[config.mk]
export PLATFORM = sky130hd
export DESIGN_NAME = sram_wb_port_ctrl
export DESIGN_NICKNAME = d
export VERILOG_FILES = /design/src/rtl/sram_wb_port_ctrl.sv
export SDC_FILE = /design/constraint.sdc
export NUM_CORES = 1
export LEC_CHECK = 0
export BUFFER_PORTS_ARGS = -buffer_cell sky130_fd_sc_hd__clkbuf_2
export CAP_MARGIN = 20
export CORE_AREA = 2 2 135 137
export CTS_BUF_LIST = sky130_fd_sc_hd__clkbuf_4 sky130_fd_sc_hd__clkbuf_8 sky130_fd_sc_hd__clkbuf_16
export DETAILED_ROUTE_END_ITERATION = 8
export DIE_AREA = 0 0 137 139
export MAX_ROUTING_LAYER = met4
export SLEW_MARGIN = 20
export SYNTH_ARGS = -nofsm -noshare
export SYNTH_HDL_FRONTEND = slang
export SYNTH_SLANG_ARGS = --single-unit
export TNS_END_PERCENT = 5
[constraint.sdc]
create_clock -name wb_clk_i -period 1.65 [get_ports wb_clk_i]
set_input_delay 0.165 -clock wb_clk_i [delete_from_list [all_inputs] [get_ports wb_clk_i]]
set_output_delay 0.165 -clock wb_clk_i [all_outputs]
set_load 0.1 [all_outputs]
[src/rtl/sram_wb_port_ctrl.sv]
// Wishbone slave that turns Caravel bus cycles into port-0 accesses on the SRAM1 (32x256) and
// SRAM12 (32x512) OpenRAM macros. Define SRAM_PORT_COMPARE_EN to read port 1 in parallel and flag mismatches.
module sram_wb_port_ctrl #(
  parameter logic [31:0] BASE_ADDR = 32'h3000_0000
) (
  input  logic        wb_clk_i,
  input  logic        wb_rst_i,
  input  logic        wbs_stb_i,
  input  logic        wbs_cyc_i,
  input  logic        wbs_we_i,
  input  logic [3:0]  wbs_sel_i,
  input  logic [31:0] wbs_dat_i,
  input  logic [31:0] wbs_adr_i,
  output logic        wbs_ack_o,
  output logic [31:0] wbs_dat_o,
  output logic        csbA0,
  output logic        csbA1,
  output logic        csbB0,
  output logic        csbB1,
  output logic        webA,
  output logic        webB,
  output logic [3:0]  wmaskA,
  output logic [3:0]  wmaskB,
  output logic [7:0]  addrA0,
  output logic [7:0]  addrA1,
  output logic [8:0]  addrB0,
  output logic [8:0]  addrB1,
  output logic [31:0] dinA0,
  output logic [31:0] dinB0,
  input  logic [31:0] sram1_dout0,
  input  logic [31:0] sram1_dout1,
  input  logic [31:0] sram12_dout0,
  input  logic [31:0] sram12_dout1,
  output logic        cmp_err_o
);

  typedef enum logic [1:0] {IDLE, ISSUE, WAIT, ACK} state_t;
  typedef enum logic [1:0] {TGT_SRAM1, TGT_SRAM12, TGT_STATUS} target_t;

  state_t      state, state_next;
  target_t     req_target, target;
  logic        in_window, request, is_write;
  logic        accept, capture, status_read, status_clear, compare_strobe;
  logic [31:0] status_word;
  logic [31:0] sel_dout0;
  logic        unused_addr_bits;

  assign in_window = (wbs_adr_i[31:12] == BASE_ADDR[31:12]);
  // A request is never taken while the previous ack is still on the bus.
  assign request   = wbs_stb_i && wbs_cyc_i && in_window && !wbs_ack_o;
  assign unused_addr_bits = ^wbs_adr_i[1:0];

  always_comb begin
    req_target = TGT_STATUS;
    if (wbs_adr_i[11])
      req_target = TGT_SRAM12;
    else if (!wbs_adr_i[10])
      req_target = TGT_SRAM1;
  end

  assign sel_dout0 = (target == TGT_SRAM12) ? sram12_dout0 : sram1_dout0;

  always_ff @(posedge wb_clk_i) begin
    if (wb_rst_i)
      state <= IDLE;
    else
      state <= state_next;
  end

  always_comb begin
    state_next = state;
    case (state)
      IDLE:    if (request) state_next = ISSUE;
      ISSUE: begin
        if (!wbs_cyc_i)
          state_next = IDLE;
        else if (is_write || target == TGT_STATUS)
          state_next = ACK;
        else
          state_next = WAIT;
      end
      WAIT:    state_next = wbs_cyc_i ? ACK : IDLE;
      ACK:     state_next = IDLE;
      default: state_next = IDLE;
    endcase
  end

  // Status accesses take effect in ISSUE; a dropped cycle still commits them, like a macro access.
  always_comb begin
    accept         = 1'b0;
    capture        = 1'b0;
    status_read    = 1'b0;
    status_clear   = 1'b0;
    compare_strobe = 1'b0;
    case (state)
      IDLE:  accept = request;
      ISSUE: begin
        status_read  = (target == TGT_STATUS) && !is_write && wbs_cyc_i;
        status_clear = (target == TGT_STATUS) && is_write;
      end
      WAIT: begin
        capture        = wbs_cyc_i;
        compare_strobe = 1'b1;
      end
      default: ;
    endcase
  end

  always_ff @(posedge wb_clk_i) begin
    if (wb_rst_i) begin
      csbA0     <= 1'b1;
      csbB0     <= 1'b1;
      webA      <= 1'b1;
      webB      <= 1'b1;
      wmaskA    <= '0;
      wmaskB    <= '0;
      addrA0    <= '0;
      addrB0    <= '0;
      dinA0     <= '0;
      dinB0     <= '0;
      wbs_ack_o <= 1'b0;
      wbs_dat_o <= '0;
      target    <= TGT_SRAM1;
      is_write  <= 1'b0;
    end else begin
      wbs_ack_o <= (state_next == ACK);
      csbA0     <= 1'b1;
      csbB0     <= 1'b1;
      webA      <= 1'b1;
      webB      <= 1'b1;
      if (accept) begin
        target   <= req_target;
        is_write <= wbs_we_i;
        if (req_target == TGT_SRAM1) begin
          csbA0  <= 1'b0;
          webA   <= ~wbs_we_i;
          wmaskA <= wbs_sel_i;
          addrA0 <= wbs_adr_i[9:2];
          dinA0  <= wbs_dat_i;
        end
        if (req_target == TGT_SRAM12) begin
          csbB0  <= 1'b0;
          webB   <= ~wbs_we_i;
          wmaskB <= wbs_sel_i;
          addrB0 <= wbs_adr_i[10:2];
          dinB0  <= wbs_dat_i;
        end
      end
      if (capture)
        wbs_dat_o <= sel_dout0;
      else if (status_read)
        wbs_dat_o <= status_word;
    end
  end

`ifdef SRAM_PORT_COMPARE_EN
  logic [31:0] sel_dout1;
  logic [15:0] cmp_cnt;
  logic        mismatch;

  assign sel_dout1 = (target == TGT_SRAM12) ? sram12_dout1 : sram1_dout1;
  assign mismatch  = compare_strobe && (sel_dout0 != sel_dout1);

  // Port 1 shadows port 0 on memory reads only, so both read paths see the same word.
  always_ff @(posedge wb_clk_i) begin
    if (wb_rst_i) begin
      csbA1  <= 1'b1;
      csbB1  <= 1'b1;
      addrA1 <= '0;
      addrB1 <= '0;
    end else begin
      csbA1 <= 1'b1;
      csbB1 <= 1'b1;
      if (accept && !wbs_we_i && req_target == TGT_SRAM1) begin
        csbA1  <= 1'b0;
        addrA1 <= wbs_adr_i[9:2];
      end
      if (accept && !wbs_we_i && req_target == TGT_SRAM12) begin
        csbB1  <= 1'b0;
        addrB1 <= wbs_adr_i[10:2];
      end
    end
  end

  always_ff @(posedge wb_clk_i) begin
    if (wb_rst_i) begin
      cmp_err_o <= 1'b0;
      cmp_cnt   <= '0;
    end else if (status_clear) begin
      cmp_err_o <= 1'b0;
      cmp_cnt   <= '0;
    end else if (mismatch) begin
      cmp_err_o <= 1'b1;
      if (cmp_cnt != 16'hFFFF)
        cmp_cnt <= cmp_cnt + 16'd1;
    end
  end

  assign status_word = {cmp_err_o, 15'b0, cmp_cnt};
`else
  logic unused_compare;

  assign csbA1          = 1'b1;
  assign csbB1          = 1'b1;
  assign addrA1         = '0;
  assign addrB1         = '0;
  assign cmp_err_o      = 1'b0;
  assign status_word    = '0;
  assign unused_compare = ^{sram1_dout1, sram12_dout1, status_clear, compare_strobe};
`endif

endmodule
==> summary.md, run 1 <==
| Metric | Value |
|---|---|
| DIE AREA | 19,000 um2 |
| Simple-gate share of the synthesized area | 14.2% |
| Pwr dens | 938 nW/um2 |
| Final Hold Viols | 0 |
| Met3 wire length | 1.52 mm |
| First-pass GRT wire length | 28.1 mm |
| Core area | 17,700 um2 |
| Die Span Y | 139 um |
| Hold crit path type | in -> reg |
| Num ports | 347 |
| First drt pass iteration count | 5 |
| Placer Congestion | 0.845 |
| Met1 wire length | 8.27 mm |
| Post-Syn Instances | 594 |
| Wire per inst | 17.7 um |
| Fin nets | 1,087 |
| Worst Path Max Fanout | 22 |
| Clk sinks | 131 |
| PortBufs | 260 |
| Post-layout util | 47.5% |
| Period minus WS final | 1.66 ns |
| Syn_area_per_cell | 9.15 um2 |
| Final setup vio count | 3 |
| Critical path arrival | 1.94 ns |
| Combinational family with the most area after synthesis | compound AO/OA/AOI/OAI gates |
| Leak | 0.00342 uW |
| DRT iter0 DRCs | 291 |
| Period utilisation layout | 101% |
| Max layer used | met4 |
| Yosys warns | 0 |
| Routed Antenna Nets | 0 |
| Cells along the critical path | nor4b_4 > buf_6 > nand4_1 > buf_6 > clkbuf_16 > o21ai_0 > a21oi_1 |
| Setup TNS | -0.0189 ns |
| Final Max Slew Viols | 0 |
| Max VDD drop | 0.657 mV |
| RSZ-0062 raised after global routing | yes |
| Layout cell share with drive strength beyond 1 | 39.5% |
| Post-synthesis cell type count | 27 |
| Total track usage | 19.2% |
| CP Capture Type | flop |
| Area Overhead vs Synth | 54.3% |
| Worst EP required | 1.93 ns |
| Skew final | 0.0113 ns |
| Seq/Total Area, Yosys | 48.3% |
| Row cnt | 49 |
| Post-Synth Adder-Cell Area | 0% |
| Fmax | 602 MHz |
| GRT overflow | 0 |
| CP max-delay cell | dfxtp_4 |
| Status | finished, violations left |
| Hpwl dp | 12.1 mm |
| Ant. Diodes | 0 |
| Met2 wire len | 9.90 mm |
| Max-Slew Margin vs Limit | 59.0% |
| Failing checks | setup timing |
| CP peak stage delay | 0.35 ns |
| Synthesized flop and latch total | 131 |
| Startpoint types | flop |
| Final wirelength | 20.0 mm |
| Drt via density | 5.21 |
| Mux contribution to synthesized area | 5.89% |
| Initial antenna violation count | 0 |
| XOR/XNOR Fraction of Synth Area | 0.161% |
| Slack of the critical path | -0.00994 ns |
| Drt drc | 0 |
| CP top delay family | buffers and inverters |
| Via count | 5,879 |
| Die W | 137 um |
| Post-synthesis compound-gate area fraction | 22.7% |
| Synth Cell Area | 5440 um2 |
| Number of global-route vias before repair | 5,278 |
| WP buf/inv | 3 |
| Largest net degree at the start of global routing | 93 |
| Worst Tran Pin Value | 0.615 ns |
| Reg clk slew, reported paths | 0.06 ns |
| H-tree levels | 4 |
| Later-pin clock latency in the skew report | 0.42 ns |
| Clk buf depth | 2 |
| Clk root buf | clkbuf_16 |
| Crit Path Class | reg -> reg |
| CTS tree | built |
| TritonCTS buffer count | 17 |
| Max-cap violations | 0 |
| Most frequent CP cell | buf_6 |
| Initial core utilization | 30.8% |
-- cell usage in the layout (no fill, tap or decap), types with 6 or more instances in the layout --
master,instances
clkbuf_2,259
buf_12,15
o21ai_0,34
conb_1,20
nand3_1,6
clkbuf_16,23
dlygate4sd3_1,41
buf_6,6
nand4_1,94
dfxtp_1,130
o21ai_1,53
buf_4,13
mux2i_1,32
a21oi_1,88
o2bb2ai_1,32
-- routing by layer --
layer  vias to the layer above  global-route usage (%)
li1                       2807                       -
met1                      2763                    23.9
met2                       283                    30.6
met3                        26                    4.57
met4                         0                    6.08
met5                         -                       -
-- flip-flops by register name, indices dropped and copies added (netlist names), 2 cells and up --
register   cells
target         2
wmaskA         4
addrA0         8
dinB0         32
state          2
wmaskB         4
dinA0         32
addrB0         9
wbs_dat_o     32
-- logic make-up (layout without fill, tap and decap cells) --
family,after synthesis,count (layout)
AOI/OAI and AO/OA,220,220
DFF,131,131
and+or+nand+nor,118,120
buffers and inverters,90,375
muxes,32,32
other,2,20
xor gates and xnor gates,1,1
-- per-stage QoR --
stage / total power (uW) / hold WS [ns] / instance area, um2 / cells / worst slack, ns
floorplan: 3580 / 0.239 / 5510 / 612 / 0.0475
global placement: 3770 / 0.373 / 7040 / 1041 / -0.0185
detailed placement: 3770 / 0.377 / 7040 / 1041 / -0.0794
CTS: 7950 / 0.000606 / 8090 / 1114 / 0.0193
global route: 8170 / 0.00521 / 8390 / 1128 / -0.0572
finish: 7870 / 0.0186 / 8390 / 1128 / -0.00994
-- layout make-up --
cell class,instances,area (um2)
well taps,229,287
repair buffers,342,2340
flip-flops and latches,131,2630
clock inverters,14,200
multi-input cells,393,2490
fillers,1709,9270
clock buffers,18,439
inverters,1,3.75
-- Yosys cell counts (all sizes together) --
cell type,n,area share [%]
a211oi,1,0.14
o2bb2ai,32,5.2
nor2b,5,0.58
and3,2,0.23
nor2,3,0.21
nand4b,1,0.16
nor3,1,0.092
a21oi,93,8.6
nor4b,3,1.2
inv,1,0.069
nand4,94,11
conb,2,0.14
a21o,1,0.14
dfxtp,131,48
buf,47,5.7
nor4,2,0.23
xor2,1,0.16
a31o,1,0.16
clkbuf,42,2.9
mux2i,32,5.9
and4,1,0.16
o21ai,92,8.5
nand3,6,0.55
-- worst min-delay path, cell delays in order --
cell and delay [ns]:
clkbuf_2 0.07, mux2i_1 0.05, o2bb2ai_1 0.10
-- where the power goes --
group / switching [uW] / internal, uW / total, uW
clock: 1490 / 2590 / 4070
combinational: 410 / 224 / 635
sequential: 0.000162 / 3160 / 3160
total: 1900 / 5970 / 7870
-- final timing paths --
check            startpoint      endpoint  slack (ns)  cells after the start
max               wbs_ack_o     addrA0[4]       -0.01                      7
min          sram1_dout0[5]  wbs_dat_o[5]        0.02                      3
max reg2reg       wbs_ack_o     addrA0[4]       -0.01                      7
min reg2reg       dinA0[30]     dinA0[30]        0.45                      2
-- what timing repair did --
item	in CTS	in global routing
hold endpoints to repair	53	0
gates resized for setup	1	56
setup buffers	0	2
setup endpoints to repair	20	88
hold buffers	41	0
cloned	0	12
pin swaps	0	49
Note: power is estimated with default switching activity, not from simulation.
==> run 2: changes to the inputs <==
- CELL_PAD_IN_SITES_DETAIL_PLACEMENT: not set -> 1
- CELL_PAD_IN_SITES_GLOBAL_PLACEMENT: not set -> 1
- CORE_AREA: 2 2 135 137 -> not set
- CORE_UTILIZATION: not set -> 30
- DIE_AREA: 0 0 137 139 -> not set
- PLACE_DENSITY_LB_ADDON: not set -> 0.1
- clock period: 1.65 -> 1.71 ns (I/O delays scaled with it)
==> run 2 against run 1 <==
Against the previous run: the flow now finishes without violations; first-iteration DRC count is 35% lower; critical path depth decreased by 2; total power fell by 5.3%; die area down 2.0%; sequential share of layout area grew 3.0 points; worst setup slack improved by 0.11 ns; cell count decreased by 5.4%; via count decreased by 4.4%; global-route usage increased by 1.9 points; flip-flop and latch count unchanged; combinational power is 16% lower; largest power group unchanged.
==> summary.md, run 2 (same netlist as run 1, synthesis figures left out) <==
| Metric | Value |
|---|---|
| Initial core utilization | 31.1% |
| Area Overhead vs Synth | 40.6% |
| CP startpoint | wbs_ack_o |
| Largest registers | dinA0 (32), dinB0 (32), wbs_dat_o (32) |
| Period minus WS final | 1.61 ns |
| Number of global-route vias before repair | 5,658 |
| Post-layout util | 43.7% |
| Crit Path Class | reg -> reg |
| Leak | 0.00311 uW |
| DRT iter0 DRCs | 188 |
| Max VDD drop | 0.655 mV |
| Initial antenna violation count | 0 |
| PortBufs | 260 |
| Die Span Y | 137 um |
| Startpoint types | flop |
| Num ports | 347 |
| Drt via density | 5.27 |
| Die W | 137 um |
| Worst Tran Pin Value | 0.582 ns |
| Met2 GRT Util | 35.5% |
| Hpwl dp | 13.4 mm |
| Met1 Track Usage GR | 24.3% |
| GR Util met3 | 6.30% |
| CTS tree | built |
| Via count | 5,618 |
| Final setup vio count | 0 |
| Drt drc | 0 |
| Status | finished clean |
| TritonCTS buffer count | 17 |
| Most frequent cells in the layout | 259 x clkbuf_2, 130 x dfxtp_1, 94 x nand4_1 |
| Clk sinks | 131 |
| Non-Filler Instances | 1,067 |
| Layout cell share with drive strength beyond 1 | 39.1% |
| Final wirelength | 20.2 mm |
| Skew final | 0.0128 ns |
| Switching Share | 23.1% |
| Final Max Slew Viols | 0 |
| Start point of the worst hold path | wbs_dat_i[17] |
| Fin nets | 1,030 |
| Share of power burned in registers | 41.0% |
| Final Hold Viols | 0 |
| GRT overflow | 0 |
| Later-pin clock latency in the skew report | 0.42 ns |
| Switching Power | 1720 uW |
| Clk root buf | clkbuf_16 |
| Clk buf depth | 2 |
| P_int | 5730 uW |
| Row cnt | 48 |
| Critical path arrival | 1.94 ns |
| H-tree levels | 4 |
| Worst Path Max Fanout | 27 |
| First-pass GRT wire length | 29.8 mm |
| Reg clk slew, reported paths | 0.06 ns |
| Placed cells | 1,031 |
| Pwr dens | 975 nW/um2 |
| Placer Congestion | 0.776 |
| DIE AREA | 18,700 um2 |
| Fmax | 622 MHz |
| Max-Slew Margin vs Limit | 61.4% |
| Largest net degree at the start of global routing | 93 |
| Wire per inst | 18.9 um |
| CP Capture Type | flop |
| Comb power frac | 7.2% |
| RSZ-0062 raised after global routing | no |
| Period utilisation layout | 94.0% |
| Clock power share | 51.8% |
| Ant. Diodes | 0 |
| Max-cap violations | 0 |
| Pwr Total | 7450 uW |
| Hold crit path type | in -> reg |
| Commonest non-fill, non-tap cell in the layout | clkbuf_2 |
| First drt pass iteration count | 4 |
| Routed Antenna Nets | 0 |
| Most used routing layer | met2 |
| Reg2Reg Launch Point | wbs_ack_o |
| Total track usage | 21.2% |
| Worst EP required | 2.04 ns |
| Core area | 17,500 um2 |
-- run 2: worst max-delay path: stages (launching register included) --
cell	delay, ns
dfxtp_2	0.33
nor4b_4	0.33
and3_4	0.30
buf_6	0.23
nand4_1	0.16
a21oi_1	0.18
-- run 2: what timing repair did --
item / in CTS / in global routing
setup buffers: 0 / 1
endpoints found under the hold margin: 2 / 0
resized for setup: 0 / 3
hold buffers: 1 / 0
setup endpoints to repair: 0 / 28
-- run 2: final timing paths --
path / end / slack (ns) / depth (start not counted)
setup / recovery: addrA0[3] / 0.10 / 5
hold / removal: dinA0[17] / 0.01 / 3
setup reg to reg: addrA0[3] / 0.10 / 5
hold reg to reg: wbs_dat_o[11] / 0.46 / 1
-- run 2: stage by stage --
| step | setup WS [ns] | area [um2] | setup TNS [ns] | hold slack, ns |
|---|---|---|---|---|
| 2_1_floorplan | 0.0209 | 5500 | 0 | 0.245 |
| 3_3_place_gp | -0.0368 | 6930 | -0.493 | 0.381 |
| 3_5_place_dp | -0.0575 | 6930 | -0.588 | 0.384 |
| 4_1_cts | 0.0371 | 7580 | 0 | 0.0000468 |
| 5_1_grt | 0.00281 | 7640 | 0 | 0.0123 |
| 6_report | 0.103 | 7640 | 0 | 0.0144 |
-- run 2: layout make-up --
type / count / area [um2]
repair buffers: 287 / 1670
flip-flops and latches: 131 / 2620
well taps: 225 / 282
inverters: 1 / 3.75
multi-input cells: 391 / 2430
clock inverters: 8 / 123
clock buffers: 24 / 509
fillers: 2092 / 9830
-- run 2: power by group through the flow --
stage | combinational, uW | clock [uW] | sequential, uW
floorplan | 337 | 0 | 3120
global placement | 527 | 0 | 3120
detailed placement | 531 | 0 | 3120
CTS | 535 | 3930 | 3050
global route | 568 | 4090 | 3050
finish | 535 | 3860 | 3050
-- run 2: routing by layer --
| layer | vias to the layer above | share of wire (%) |
|---|---|---|
| met4 | 0 | 1.1 |
| met3 | 17 | 7.1 |
| li1 | 2676 | - |
| met2 | 192 | 49 |
| met5 | - | 0 |
| met1 | 2733 | 43 |
==> run 3: changes to the inputs <==
- CORE_MARGIN: not set -> 3
==> run 3 against run 2 <==
Against the previous run: maximum frequency increased by 1.4%; first-iteration DRC count increased by 11%; worst setup slack better by 0.023 ns; highest routed layer unchanged; cell count is 0.56% higher; clock power decreased by 6.2%; utilization is 0.093 points lower; sequential power is essentially flat; register-to-register slack gained 0.02 ns; non-clock buffer count rose by 5; clock skew decreased by 0.0066 ns; via count up 0.39%.
==> summary.md, run 3 (same netlist as run 1, synthesis figures left out) <==
| Metric | Value |
|---|---|
| Placer Congestion | 0.870 |
| Critical path arrival | 1.92 ns |
| Comb power frac | 7.7% |
| Reg area | 2620 um2 |
| Switching Share | 23.6% |
| Skew final | 0.00624 ns |
| Total track usage | 20.4% |
| Initial core utilization | 31.0% |
| Reg2Reg Depth | 5 |
| Final wirelength | 20.3 mm |
| Drt drc | 0 |
| Drt via density | 5.26 |
| Number of global-route vias before repair | 5,873 |
| CTS tree | built |
| Later-pin clock latency in the skew report | 0.41 ns |
| First drt pass iteration count | 4 |
| Max VDD drop | 0.611 mV |
| GRT overflow | 0 |
| Layout cell share with drive strength beyond 1 | 38.7% |
| Number of setup buffers added after CTS | 0 |
| # fillers | 2,098 |
| Switching Power | 1700 uW |
| Leak | 0.00312 uW |
| Non-Filler Instances | 1,073 |
| Reg clk slew, reported paths | 0.06 ns |
| Status | finished clean |
| Fmax | 631 MHz |
| Share of power burned in registers | 42.3% |
| Max-Slew Margin vs Limit | 61.8% |
| Max-cap violations | 0 |
| Area Overhead vs Synth | 40.8% |
| Setup TNS | 0 ns |
| P_int | 5520 uW |
| Initial antenna violation count | 1 |
| Worst Tran Pin Value | 0.572 ns |
| Via count | 5,640 |
| Startpoint types | flop |
| RSZ-0062 raised after global routing | yes |
| Crit Path Class | reg -> reg |
| Worst Path Max Fanout | 40 |
| Pwr dens | 944 nW/um2 |
| DRT iter0 DRCs | 208 |
| Hpwl dp | 14.4 mm |
| Hold-critical path depth | 3 |
| Min-Delay Endpoint | addrA0[6] |
| Area of the multi-input gates | 2430 um2 |
| Routed Antenna Nets | 0 |
| Final Max Slew Viols | 0 |
| Clk sinks | 131 |
| Clk root buf | clkbuf_16 |
| TritonCTS buffer count | 17 |
| Core area | 17,500 um2 |
| CP Capture Type | flop |
| Clk buf depth | 2 |
| Fin nets | 1,035 |
| Row cnt | 48 |
| Start point of the worst hold path | wbs_adr_i[8] |
| Final setup vio count | 0 |
| Clock power share | 50.1% |
| Hold crit path type | in -> reg |
| Die Span Y | 141 um |
| First-pass GRT wire length | 31.5 mm |
| Most frequent cells in the layout | 259 x clkbuf_2, 130 x dfxtp_1, 94 x nand4_1 |
| Num ports | 347 |
| PortBufs | 260 |
| Largest registers | dinA0 (32), dinB0 (32), wbs_dat_o (32) |
| Die W | 141 um |
| Wire per inst | 19.0 um |
| Placed cells | 1,033 |
| Reg2Reg Launch Point | wbs_ack_o |
| R2R Setup Slk | 0.13 ns |
| Period utilisation layout | 92.6% |
| Commonest non-fill, non-tap cell in the layout | clkbuf_2 |
| Period minus WS final | 1.58 ns |
| End of the worst register-to-register path | dinB0[23] |
| Final Hold Viols | 0 |
| H-tree levels | 4 |
| DIE AREA | 19,800 um2 |
| Worst EP required | 2.04 ns |
| Largest net degree at the start of global routing | 93 |
-- run 3: cell type report --
cell class	count	area share (%)
antenna	1	0.0327
clock buffer	23	6.39
clock inverter	9	1.36
inverter	1	0.0490
multi-input combinational	391	31.8
sequential	131	34.3
tap	225	3.68
timing repair buffer	292	22.4
-- run 3: critical path, cell delays in order, from the launching register on --
cell     delay [ns]
dfxtp_2        0.33
nor4b_4        0.35
and3_4         0.29
buf_12         0.21
nand4_1        0.12
a21oi_1        0.20
-- run 3: metal layers --
metal	vias up	routed length (um)	share of wire [%]	track usage [%]
li1	2679	-	-	-
met5	-	0	0	-
met3	24	1430	7.0	5.56
met2	202	10200	50	34.8
met1	2735	8340	41	23.2
met4	0	387	1.9	6.94
-- run 3: how the worst max path moves through the flow --
stage | startpoint | end | slack [ns] | cells past startpoint
floorplan | wbs_ack_o | dinB0[19] | 0.02 | 5
CTS | wbs_ack_o | dinB0[23] | 0.08 | 5
finish | wbs_ack_o | dinB0[23] | 0.13 | 5
global placement | wbs_adr_i[19] | dinB0[15] | -0.02 | 7
detailed placement | wbs_adr_i[19] | dinB0[5] | -0.06 | 7
global route | wbs_ack_o | dinA0[30] | -0.02 | 5
-- run 3: what timing repair did --
action / 4_1_cts / 5_1_grt
gates resized for setup: 0 / 4
endpoints found under the hold margin: 8 / 0
hold buffers: 7 / 0
endpoints found under the setup margin: 0 / 36
-- run 3: stage by stage --
step	power (uW)	utilization, %	worst slack, ns	cell area, um2	hold slack, ns
final	7220	43.6	0.126	7650	0.0206
after global routing	7490	43.6	-0.0158	7650	0.0115
after CTS	7330	43.6	0.0756	7640	0.000167
after detailed placement	3660	39.8	-0.0557	6980	0.388
after global placement	3650	39.8	-0.0190	6980	0.382
after floorplan	3460	-	0.0209	5500	0.245
-- run 3: power groups by stage --
stage               Sequential (uW)  Clock (uW)  Combinational, uW
floorplan                      3120           0                337
global route                   3050        3860                587
global placement               3120           0                535
CTS                            3050        3720                555
finish                         3050        3620                553
detailed placement             3120           0                540
